==> src/rtl/demux32bit_stream.sv <==
// Registered 1-to-2 valid/ready demultiplexer: each accepted word goes to channel 1 (select=0) or 2.
// Optional delivered-word counters on each channel are built when DEMUX_COUNT_EN is defined.
module demux32bit_stream #(
  parameter int WIDTH = 32
) (
  input  logic             clk,
  input  logic             rst_n,
  input  logic             in_valid,
  output logic             in_ready,
  input  logic [WIDTH-1:0] in_data,
  input  logic             select,
  output logic             out1_valid,
  input  logic             out1_ready,
  output logic [WIDTH-1:0] out1_data,
  output logic             out2_valid,
  input  logic             out2_ready,
  output logic [WIDTH-1:0] out2_data
`ifdef DEMUX_COUNT_EN
  ,
  output logic [15:0]      out1_count,
  output logic [15:0]      out2_count
`endif
);

  typedef enum logic {EMPTY = 1'b0, FULL = 1'b1} chan_state_e;

  chan_state_e      ch1_state_q, ch1_state_d;
  chan_state_e      ch2_state_q, ch2_state_d;
  logic [WIDTH-1:0] ch1_data_q, ch1_data_d;
  logic [WIDTH-1:0] ch2_data_q, ch2_data_d;

  logic in_hs, wr1, wr2, out1_hs, out2_hs;

  assign out1_valid = (ch1_state_q == FULL);
  assign out2_valid = (ch2_state_q == FULL);
  assign out1_data  = ch1_data_q;
  assign out2_data  = ch2_data_q;

  // A channel can take a word if it is empty or is being drained this cycle.
  assign in_ready = select ? (!out2_valid || out2_ready) : (!out1_valid || out1_ready);
  assign in_hs    = in_valid && in_ready;
  assign wr1      = in_hs && !select;
  assign wr2      = in_hs && select;
  assign out1_hs  = out1_valid && out1_ready;
  assign out2_hs  = out2_valid && out2_ready;

  always_ff @(posedge clk or negedge rst_n) begin
    if (!rst_n) begin
      ch1_state_q <= EMPTY;
      ch2_state_q <= EMPTY;
      ch1_data_q  <= '0;
      ch2_data_q  <= '0;
    end else begin
      ch1_state_q <= ch1_state_d;
      ch2_state_q <= ch2_state_d;
      ch1_data_q  <= ch1_data_d;
      ch2_data_q  <= ch2_data_d;
    end
  end

  always_comb begin
    ch1_state_d = ch1_state_q;
    ch1_data_d  = ch1_data_q;
    unique case (ch1_state_q)
      EMPTY: begin
        if (wr1) begin
          ch1_state_d = FULL;
          ch1_data_d  = in_data;
        end
      end
      FULL: begin
        if (wr1) begin
          ch1_data_d = in_data;
        end else if (out1_hs) begin
          ch1_state_d = EMPTY;
        end
      end
      default: ch1_state_d = EMPTY;
    endcase
  end

  always_comb begin
    ch2_state_d = ch2_state_q;
    ch2_data_d  = ch2_data_q;
    unique case (ch2_state_q)
      EMPTY: begin
        if (wr2) begin
          ch2_state_d = FULL;
          ch2_data_d  = in_data;
        end
      end
      FULL: begin
        if (wr2) begin
          ch2_data_d = in_data;
        end else if (out2_hs) begin
          ch2_state_d = EMPTY;
        end
      end
      default: ch2_state_d = EMPTY;
    endcase
  end

`ifdef DEMUX_COUNT_EN
  logic [15:0] cnt1_q, cnt1_d;
  logic [15:0] cnt2_q, cnt2_d;

  // Counters wrap naturally at 16 bits.
  always_comb begin
    cnt1_d = out1_hs ? cnt1_q + 16'd1 : cnt1_q;
    cnt2_d = out2_hs ? cnt2_q + 16'd1 : cnt2_q;
  end

  always_ff @(posedge clk or negedge rst_n) begin
    if (!rst_n) begin
      cnt1_q <= '0;
      cnt2_q <= '0;
    end else begin
      cnt1_q <= cnt1_d;
      cnt2_q <= cnt2_d;
    end
  end

  assign out1_count = cnt1_q;
  assign out2_count = cnt2_q;
`endif

endmodule

==> config.mk <==
export PLATFORM = sky130hd
export DESIGN_NAME = demux32bit_stream
export DESIGN_NICKNAME = d
export VERILOG_FILES = /design/src/rtl/demux32bit_stream.sv
export SDC_FILE = /design/constraint.sdc
export NUM_CORES = 1
export LEC_CHECK = 0
export ABC_CLOCK_PERIOD_IN_PS = 2900
export CELL_PAD_IN_SITES_DETAIL_PLACEMENT = 0
export CELL_PAD_IN_SITES_GLOBAL_PLACEMENT = 1
export CORE_MARGIN = 5
export CORE_UTILIZATION = 38
export CTS_BUF_LIST = sky130_fd_sc_hd__clkbuf_16
export DETAILED_ROUTE_END_ITERATION = 8
export PLACE_DENSITY = 0.93
export SLEW_MARGIN = 20
export SYNTH_ARGS = -nofsm -noshare
export SYNTH_HDL_FRONTEND = slang
export SYNTH_SLANG_ARGS = --single-unit
==> constraint.sdc <==
create_clock -name clk -period 2.9 [get_ports clk]
set_clock_uncertainty 0.1 [all_clocks]
set_input_delay 0.58 -clock clk [delete_from_list [all_inputs] [get_ports clk]]
set_output_delay 0.58 -clock clk [all_outputs]
set_load 0.02 [all_outputs]
Word level (Yosys, flattened, before mapping)
Cells that the tools add are included.
W data, S select, Z words.
- register bits: 66
- input port bits: 38
- muxes and demuxes: 11
- bitwise gates (word level): 2
- reduce and logical (&&, ||, !) cells: 10
- operator list (kind ; number):
    $mux W32 ; 2
    $mux W1 ; 7
    $logic_and A1 B1 Y1 ; 5
    $pmux W1 S2 ; 2
    $logic_not A1 Y1 ; 3
    $logic_or A1 B1 Y1 ; 2
    $not A1 Y1 ; 2

Longest topological paths before layout
- word-level depth: 7
- mapped depth: 5

Worst setup path after synthesis
Ideal clock, no wire load.
- kind: input to output
- start point: input out2_ready
- end point: output in_ready
- arrival: 1.162 ns
- data required time: 2.220 ns
- setup slack: 1.058 ns
- cell stages on the path: 2
- cell sequence: and2b_1 -> a21oi_1
- word-level cells in the longest chain between the ends: 2
- ends and longest elaborated chain (what ; RTL line ; RTL):
    start, declared ; 16 ; input logic out2_ready,
    $logic_or A1 B1 Y1 ; 40 ; assign in_ready = select ? (!out2_valid || out2_ready) : (!out1_valid || out1_ready);
    $mux W1 ; 40 ;
    end, declared ; 9 ; output logic in_ready,
No other way between the ends.

Final worst setup path
Same ends and word-level chain as after synthesis.

==> flow_summary.toml <==
[power_and_ir_drop]
power-per-cell-area_nw_per_um2 = 761
p_leak_uw = 0.00175
p_total_uw = 3090
peakVddDrop_v = 0.000482

[detailed_routing]
wl_mm = 5.80
viasPerCell = 4.51
first_iter_violations = 21
drc_errors = 0
ant_nets = 0
via_count = 1624
firstDrtPassIters = 3
detail_route.wl_per_cell_microns = 16.1

[min_path]
hp-class = "input port to async pin"

[timing]
tightest_slew_ns = 0.713
fin_ws_ns = 0.185
setup_tns_ns = 0
drv_slew = 0
finalHoldViolations = 0
setup-violations-final = 0
fmax_mhz = 368
relSlewSlack = 0.525
fin_crit_sh = 0.936
rsz0062_at_grt = "false"
min_period_ns = 2.72

[die]
core_sq_um = 6830
start_util = 0.391
die_area_sq_um = 8810
die_y_microns = 93.9
rows = 30
dieWidth_microns = 93.9
ios = 105

[clock_network]
htree_levels = 3
cts_hold_buffers = 0
ctsResizeCount = 0
clk_pin_slew_worst_paths_ns = 0.05
cts_tree = "yes"
ctsRootBufferMaster = "clkbuf_16"
cts_sinks = 66
clock_latency_ns = 0.31
numCtsBuffers = 9
clk_path_buf_depth = 2
postCtsSetupRepairBufs = 0

[final_layout]
syn_to_final_growth_pct = 52.2
final_layout_size_suffix_gt1_frac = 0.322
layout.nets = 297
fin_util = 0.595
diodes = 0
finalInstanceArea_sq_um = 4070

[setup_path]
endpoint_kind = "output pin"
arrival_ns = 2.04
cp_max_fo = 3
critPathKind = "input port to output pin"
r2r_start = "out2_valid$_DFF_PN0_"
crit_family = "buffers and inverters"
startpoint_type = "input port"
path_buf_inv = 2
reg2reg_setup_slack_ns = 1.33
required_ns = 2.22
reg2reg_to = "out2_data[4]$_DFFE_PN0P_"
slowest_stage = "clkdlybuf4s50_1"
ff2ff_path_depth = 4
crit_top_cell = "clkdlybuf4s50_1"
path_cells = "clkdlybuf4s50_1 -> and2b_1 -> a21oi_1 -> clkdlybuf4s50_1"
cpPeakStageDelay_ns = 0.62

[grt]
grt_pass1_wl_mm = 9.41
overflow = 0
antenna_found_initial = 0
grt_pass1_vias = 1865
groute.usage.overall = 0.138
grt_start_max_net_pins = 37

[job]
drv_cap = 0

[place]
place.detailed.hpwl_mm = 4.22
gp_congestion = 0.677
io_buffer_count = 104
place_ws_ns = 0.165
postPlaceCellArea_sq_um = 3780

[outcome]
status = "finished, final reports clean"

[yosys]
synth_area_per_cell_sq_um = 18.2
ys_seq_area_frac = 0.618
ys_ff_latch = 66
synthCells = 147
syn_area_sq_um = 2670
yosysUniqueCellTypes = 14
yosysWarnings = 0
syn_nets = 185
-- routing by layer --
layer,track usage,share of wire,vias to the layer above
met4,0.0505,0.0088,0
met1,0.163,0.42,814
met3,0.0457,0.065,5
li1,-,-,745
met5,0,0,-
met2,0.234,0.51,60
-- cell type report --
type	instances	area [sq um]
fillers	562	2770
flip-flops and latches	66	1650
repair buffers	108	1090
multi-input cells	74	916
clock buffers	9	225
well taps	96	120
clock inverters	7	62.6
-- synth_stat cells --
| cell type | instances | area (sq um) |
|---|---|---|
| a21oi_1 | 1 | 5.00 |
| and2b_1 | 1 | 7.51 |
| buf_12 | 3 | 60.1 |
| buf_6 | 4 | 45.0 |
| dfrtp_1 | 66 | 1650 |
| mux2_1 | 2 | 22.5 |
| mux2_2 | 32 | 360 |
| mux2_4 | 30 | 450 |
| nand2_1 | 2 | 7.51 |
| nand2b_1 | 1 | 6.26 |
| nand2b_4 | 2 | 27.5 |
| nor2_1 | 1 | 3.75 |
| nor2_4 | 1 | 11.3 |
| nor2b_4 | 1 | 13.8 |
-- cells by family (layout without fill, tap and decap cells) --
| group | after synthesis | count (layout) | synth area share |
|---|---|---|---|
| AO/OA/AOI/OAI | 1 | 1 | 0.00187 |
| multiplexers | 64 | 64 | 0.312 |
| buffers and inverters | 7 | 124 | 0.0393 |
| AND/OR/NAND/NOR | 9 | 9 | 0.0290 |
| flip-flops | 66 | 66 | 0.618 |
-- placed cells by master (no fill, tap or decap) --
cell             instances
bufinv_16                1
buf_2                    1
and2b_1                  1
clkdlybuf4s50_1        103
nor2b_4                  1
nand2b_4                 2
clkinv_2                 2
mux2_2                  32
clkbuf_16                9
nand2b_1                 1
buf_4                    2
dfrtp_1                 66
inv_1                    2
nor2_1                   1
nand2_1                  2
mux2_1                   2
buf_12                   2
mux2_4                  30
clkinvlp_4               2
nor2_4                   1
a21oi_1                  1
-- worst max path at each step --
stage,from,depth (start not counted),to,slack (ns)
3_3_place_gp,out2_ready,4,in_ready,0.21
6_report,out2_ready,4,in_ready,0.18
4_1_cts,out2_ready,4,in_ready,0.16
5_1_grt,out2_ready,4,in_ready,0.14
2_1_floorplan,out2_ready,2,in_ready,1.06
3_5_place_dp,out2_ready,4,in_ready,0.17
-- worst reg2reg max path, cell delays in order, from the launching register on --
cell	delay (ns)
dfrtp_1	0.37
and2b_1	0.21
nor2_4	0.12
buf_4	0.27
mux2_2	0.39
-- stage by stage --
| stage | instances | hold slack [ns] |
|---|---|---|
| after floorplan | 147 | 0.184 |
| after global placement | 344 | 0.378 |
| after detailed placement | 344 | 0.381 |
| after CTS | 360 | 0.233 |
| after global routing | 360 | 0.268 |
| final | 360 | 0.215 |
-- state kept, by name, indices dropped and copies added, names as in the netlist --
| name | cells |
|---|---|
| out1_data | 32 |
| out2_data | 32 |
| out1_valid | 1 |
| out2_valid | 1 |
-- where the power goes --
part / internal [uW] / total [uW] / switching, uW / leakage (uW)
combinational: 506 / 892 / 387 / 0.000831
clock: 655 / 1020 / 368 / 0.000144
sequential: 1090 / 1180 / 91.5 / 0.000777
Power figures use the tool's default switching activity.
